<file path="src/rtl/regfile_write_scheduler.sv">
// regfile_write_scheduler
// Shares the single register-file write port between ALU writeback and
// memory-load writeback. Memory normally wins; an ALU requester that has been
// refused STARVE_LIMIT consecutive cycles is forced through. The winning write
// is registered onto regWrite/writeRegister/writeData, and decode is stalled
// while any source register still has a write in flight.
module regfile_write_scheduler #(
  parameter int unsigned STARVE_LIMIT = 3,
  parameter int unsigned ZERO_REG     = 31
) (
  input  logic        clock,
  input  logic        nReset,

  input  logic        aluWbValid,
  input  logic [4:0]  aluWbReg,
  input  logic [31:0] aluWbData,
  output logic        aluWbReady,

  input  logic        memWbValid,
  input  logic [4:0]  memWbReg,
  input  logic [31:0] memWbData,
  output logic        memWbReady,

  input  logic        decValid,
  input  logic [4:0]  decReg1,
  input  logic [4:0]  decReg2,
  output logic        decStall,

  output logic        regWrite,
  output logic [4:0]  writeRegister,
  output logic [31:0] writeData
);

  localparam int unsigned       CNT_W = $clog2(STARVE_LIMIT + 1);
  localparam logic [CNT_W-1:0] LIMIT = CNT_W'(STARVE_LIMIT);
  localparam logic [4:0]       ZR    = 5'(ZERO_REG);

  // Starvation counter and registered write port
  logic [CNT_W-1:0] starve_cnt_q, starve_cnt_d;
  logic             reg_write_q, reg_write_d;
  logic [4:0]       write_reg_q, write_reg_d;
  logic [31:0]      write_data_q, write_data_d;

  // Arbitration terms
  logic force_alu;
  logic alu_ready;
  logic mem_ready;
  logic alu_xfer;
  logic mem_xfer;

  // Hazard terms
  logic alu_hit;
  logic mem_hit;
  logic out_hit;

  // Grant: memory by default, ALU when memory is idle or the ALU is starving
  always_comb begin
    force_alu = (starve_cnt_q >= LIMIT);
    mem_ready = nReset & ~force_alu;
    alu_ready = nReset & (~memWbValid | force_alu);
    alu_xfer  = aluWbValid & alu_ready;
    mem_xfer  = memWbValid & mem_ready;
  end

  assign aluWbReady = alu_ready;
  assign memWbReady = mem_ready;

  // Starvation counter: counts refused ALU cycles, clears on grant or idle
  always_comb begin
    starve_cnt_d = starve_cnt_q;
    if (!aluWbValid || alu_xfer) begin
      starve_cnt_d = '0;
    end else if (starve_cnt_q < LIMIT) begin
      starve_cnt_d = starve_cnt_q + CNT_W'(1);
    end
  end

  // Write-port next state: load the winner, XZR writes update address/data only
  always_comb begin
    reg_write_d  = 1'b0;
    write_reg_d  = write_reg_q;
    write_data_d = write_data_q;
    if (mem_xfer) begin
      reg_write_d  = (memWbReg != ZR);
      write_reg_d  = memWbReg;
      write_data_d = memWbData;
    end else if (alu_xfer) begin
      reg_write_d  = (aluWbReg != ZR);
      write_reg_d  = aluWbReg;
      write_data_d = aluWbData;
    end
  end

  // State registers; reset drops any in-flight write immediately
  always_ff @(posedge clock or negedge nReset) begin
    if (!nReset) begin
      starve_cnt_q <= '0;
      reg_write_q  <= 1'b0;
      write_reg_q  <= '0;
      write_data_q <= '0;
    end else begin
      starve_cnt_q <= starve_cnt_d;
      reg_write_q  <= reg_write_d;
      write_reg_q  <= write_reg_d;
      write_data_q <= write_data_d;
    end
  end

  assign regWrite      = reg_write_q;
  assign writeRegister = write_reg_q;
  assign writeData     = write_data_q;

  // Hazard detection: either source matching a pending or committing write
  always_comb begin
    alu_hit  = aluWbValid && (aluWbReg != ZR) &&
               ((decReg1 == aluWbReg) || (decReg2 == aluWbReg));
    mem_hit  = memWbValid && (memWbReg != ZR) &&
               ((decReg1 == memWbReg) || (decReg2 == memWbReg));
    out_hit  = reg_write_q && (write_reg_q != ZR) &&
               ((decReg1 == write_reg_q) || (decReg2 == write_reg_q));
    decStall = decValid & nReset & (alu_hit | mem_hit | out_hit);
  end

endmodule

</file>
<file path="config.mk">
export PLATFORM = sky130hd
export DESIGN_NAME = regfile_write_scheduler
export DESIGN_NICKNAME = d
export VERILOG_FILES = /design/src/rtl/regfile_write_scheduler.sv
export SDC_FILE = /design/constraint.sdc
export NUM_CORES = 1
export LEC_CHECK = 0
export CORE_UTILIZATION = 38
export CTS_CLUSTER_DIAMETER = 60
export DETAILED_ROUTE_END_ITERATION = 12
export GPL_ROUTABILITY_DRIVEN = 0
export GPL_TIMING_DRIVEN = 1
export PLACE_DENSITY = 0.91
export SLEW_MARGIN = 20
export SYNTH_ARGS = -nofsm -noshare
export SYNTH_HDL_FRONTEND = slang
export SYNTH_SLANG_ARGS = --single-unit
</file>
<file path="constraint.sdc">
create_clock -name clock -period 2.27 [get_ports clock]
set_clock_uncertainty 0.1 [all_clocks]
set_input_delay 0.5675 -clock clock [delete_from_list [all_inputs] [get_ports clock]]
set_output_delay 0.5675 -clock clock [all_outputs]
set_load 0.01 [all_outputs]
</file>
==> results.yml <==
critical_path:
  worst_ep_arrival_time_ps: 1670
  worst_r2r_path_depth: 6
  critical_path_peak_fanout: 2
  path_class: "in -> out"
  crit_required_ps: 1600
  setup.worst_path.end_class: "primary output"
  worst_flop_to_flop_path_startpoint: "starve_cnt_q[0]"
  cp-start-kind: "input pin"
  setup.worst_path.start: "decReg2[4]"
final_layout:
  area_growth_syn_to_layout_pct: 81.3
  filler_cell_count: 410
  finalNetCount: 477
  post_route_cells_drive_above_1_share_pct: 21.1
  diodes_inserted: 0
cts:
  cts_tree: "done"
  cts_sinks: 40
  cts_made_buffers: 5
  cts_hold_buf: 0
  ctsLongestPathBuffers: 2
  clock_latency_ps: 290
  cts.clk_slew.worst_paths_ps: 80
  clock-root-buffer: "sky130_fd_sc_hd__clkbuf_8"
  cts_htree_levels: 2
floorplanning:
  die-height_um: 78.6
  die_width_um: 78.6
  start_util_pct: 40.0
  floorplan.io_pins: 130
  placement_rows: 27
  placeableCoreArea_mm2: 0.00557
  floorplan.die_area_mm2: 0.00618
route:
  drt_drc_violations_left: 0
  drt-total-wl_um: 6980
  drt-initial-drc-count: 63
  vias_per_cell: 5.05
  1st_pass_router_iterations: 4
  routed-via-count: 2323
  detail_route.wl_per_cell_um: 15.2
  ant_nets: 0
synth:
  synth_seq_area_share_pct: 44.9
  yosys_warnings: 0
  synth_top_flop_cell: "sky130_fd_sc_hd__dfrtp_1"
  adder_cell_area_share_of_the_yosys_netlist_pct: 0.561
  synth_enable_flop_cells: 0
  synthTopCellsByArea: "sky130_fd_sc_hd__dfrtp_1 45%, sky130_fd_sc_hd__mux2i_1 14%, sky130_fd_sc_hd__a21oi_1 6.7%"
  synth-simple-area-share_pct: 13.0
  synth_cells: 227
  synth_top_family_by_area: "multiplexers"
  yosys-top-cells-count: "40 x sky130_fd_sc_hd__dfrtp_1, 34 x sky130_fd_sc_hd__nor2_1, 31 x sky130_fd_sc_hd__mux2i_1, 30 x sky130_fd_sc_hd__a21oi_1, 17 x sky130_fd_sc_hd__xnor2_1"
  synth.mux.area_fraction_pct: 13.9
  post_synth.cell_area_avg_um2: 9.83
  synth_cell_type_count: 24
  ys_seq_elements: 40
  most_repeated_cell_in_the_gate_level_netlist_after_synthesis: "sky130_fd_sc_hd__dfrtp_1"
  synth_area_in_compound_gates_pct: 12.4
  xor_and_xnor_fraction_of_the_mapped_netlist_area_pct: 12.2
  synthDominantAreaCellType: "sky130_fd_sc_hd__dfrtp_1"
  synth_top_cell_area_share_pct: 44.9
  asyncSetResetFlopFracSynth_pct: 100
  synth_nets: 317
  synthesis.area_mm2: 0.00223
grt:
  grt_pass1_wl_um: 11200
  gr_util_all_layers_pct: 23.5
  global_route.usage.met2_pct: 41.1
  grt-busiest-layer: "met2"
  grt_max_degree: 33
  globalRouteMet3Util_pct: 6.16
  first_global_vias: 2400
  number_of_antenna_violations_at_the_first_check_in_global_routing: 0
  globalRoute.totalOverflow: 0
  met1_usage_pct: 27.0
pwr:
  finalPower_w: 0.00228
  sequentialPowerShare_pct: 38.8
  max-vdd-ir-drop_mv: 0.323
  leakagePower_nw: 1.87
  p_per_area_mw_per_mm2: 563
  power.share.combinational_pct: 35.7
  sw_frac_of_total_pct: 28.3
  clock_power_share_pct: 25.5
  power_switching_w: 0.000645
  p_int_w: 0.00163
timing:
  fin_setup_tns_ps: -68.4
  rsz0062_at_grt: "true"
  final-max-slew-violation-count: 0
  post-route-worst-setup-slack_ps: -68.4
  finalCritPeriodShare_pct: 103
  max-slew-margin-rel_pct: 64.0
  final.min_clock_period_ps: 2340
  tightest_slew_ps: 538
  achievable_clock_frequency_ghz: 0.428
  report.final.hold_viol_count: 0
  setup_viol_count_final: 1
min_path:
  hp-class: "in -> async"
placement:
  io_buffers: 129
  place.detailed.hpwl_um: 5460
  pre_cts_slack_ps: -987
status:
  outcome: "finished with violations"
  failed_checks: "negative setup slack"
flow_run:
  cap_violations: 0
-- cell usage in the layout, fill, tap and decap left out, drive strengths merged, types with 2 or more instances in the layout --
cell	instances
a221o	7
nand2	6
nand3	8
o21ai	5
inv	3
xor2	14
and3	8
mux2i	31
clkdlybuf4s50	103
nor3	6
clkdlybuf4s15	5
dfrtp	40
dlygate4sd2	5
xnor2	17
nor2	34
buf	48
clkbuf	8
a31oi	2
a21oi	30
-- logic make-up (layout without fill, tap and decap cells) --
group                    after synthesis  after routing
multiplexers                          31             31
AND/OR/NAND/NOR                       64             64
buffers and inverters                 14            175
AO/OA/AOI/OAI                         46             46
adder cells (fa/ha/maj)                1              1
XOR/XNOR                              31             31
flip-flops                            40             40
-- per-layer routing --
layer / share of wire (%) / vias to the layer above
met5: 0 / -
met2: 51 / 109
met1: 40 / 1086
met3: 7.8 / 14
met4: 1.7 / 0
li1: - / 1114
-- path summary, 6_finish.rpt --
check	end	slack (ps)
worst max-delay path	decStall	-70
min in group clock	starve_cnt_q[1]	470
max in group asynchronous	writeData[10]	1510
worst min-delay path	writeRegister[0]	120
worst max register to register	writeRegister[4]	520
worst min register to register	starve_cnt_q[1]	470
-- power by group through the flow --
stage,registers [W],logic (W),clock network (W)
after floorplan,0.000936,0.000242,0
after global placement,0.000889,0.000765,0
after detailed placement,0.000897,0.000787,0
after CTS,0.000884,0.000797,0.000595
after global routing,0.000900,0.000876,0.000629
final,0.000884,0.000813,0.000581
-- critical path: stages --
cell and delay [ps]:
sky130_fd_sc_hd__buf_6 110, sky130_fd_sc_hd__xnor2_4 160, sky130_fd_sc_hd__nand3_2 120, sky130_fd_sc_hd__nor3_2 180, sky130_fd_sc_hd__a31oi_1 60, sky130_fd_sc_hd__o311ai_1 290, sky130_fd_sc_hd__buf_2 190
-- registers in the layout, summed over array words and instances, names as in the netlist --
| name | flops |
|---|---|
| starve_cnt_q | 2 |
| regWrite | 1 |
| writeRegister | 5 |
| writeData | 32 |
-- stage by stage --
stage	utilization [%]	hold slack [ps]	instance area, um^2	cells
floorplan	-	172	2230	227
global placement	68.4	412	3810	450
detailed placement	68.4	435	3810	450
CTS	71.3	121	3980	460
global route	72.6	128	4050	460
finish	72.6	122	4050	460
-- cell type report --
class / count / area [um^2] / area share (%)
Clock inverter: 3 / 42.5 / 1.05
Clock buffer: 5 / 68.8 / 1.70
Inverter: 3 / 11.3 / 0.278
Tap cell: 72 / 90.1 / 2.23
Sequential cell: 40 / 1000 / 24.7
Multi-Input combinational cell: 173 / 1300 / 32.1
Timing Repair Buffer: 164 / 1530 / 37.9
-- what timing repair did --
| item | in CTS | in global routing |
|---|---|---|
| gates resized for setup | 93 | 21 |
| hold endpoints to repair | 0 | 0 |
| pin swaps | 18 | 11 |
| setup buffers | 2 | 0 |
| setup endpoints to repair | 3 | 1 |
No activity file was read; power rests on OpenSTA's default activity.
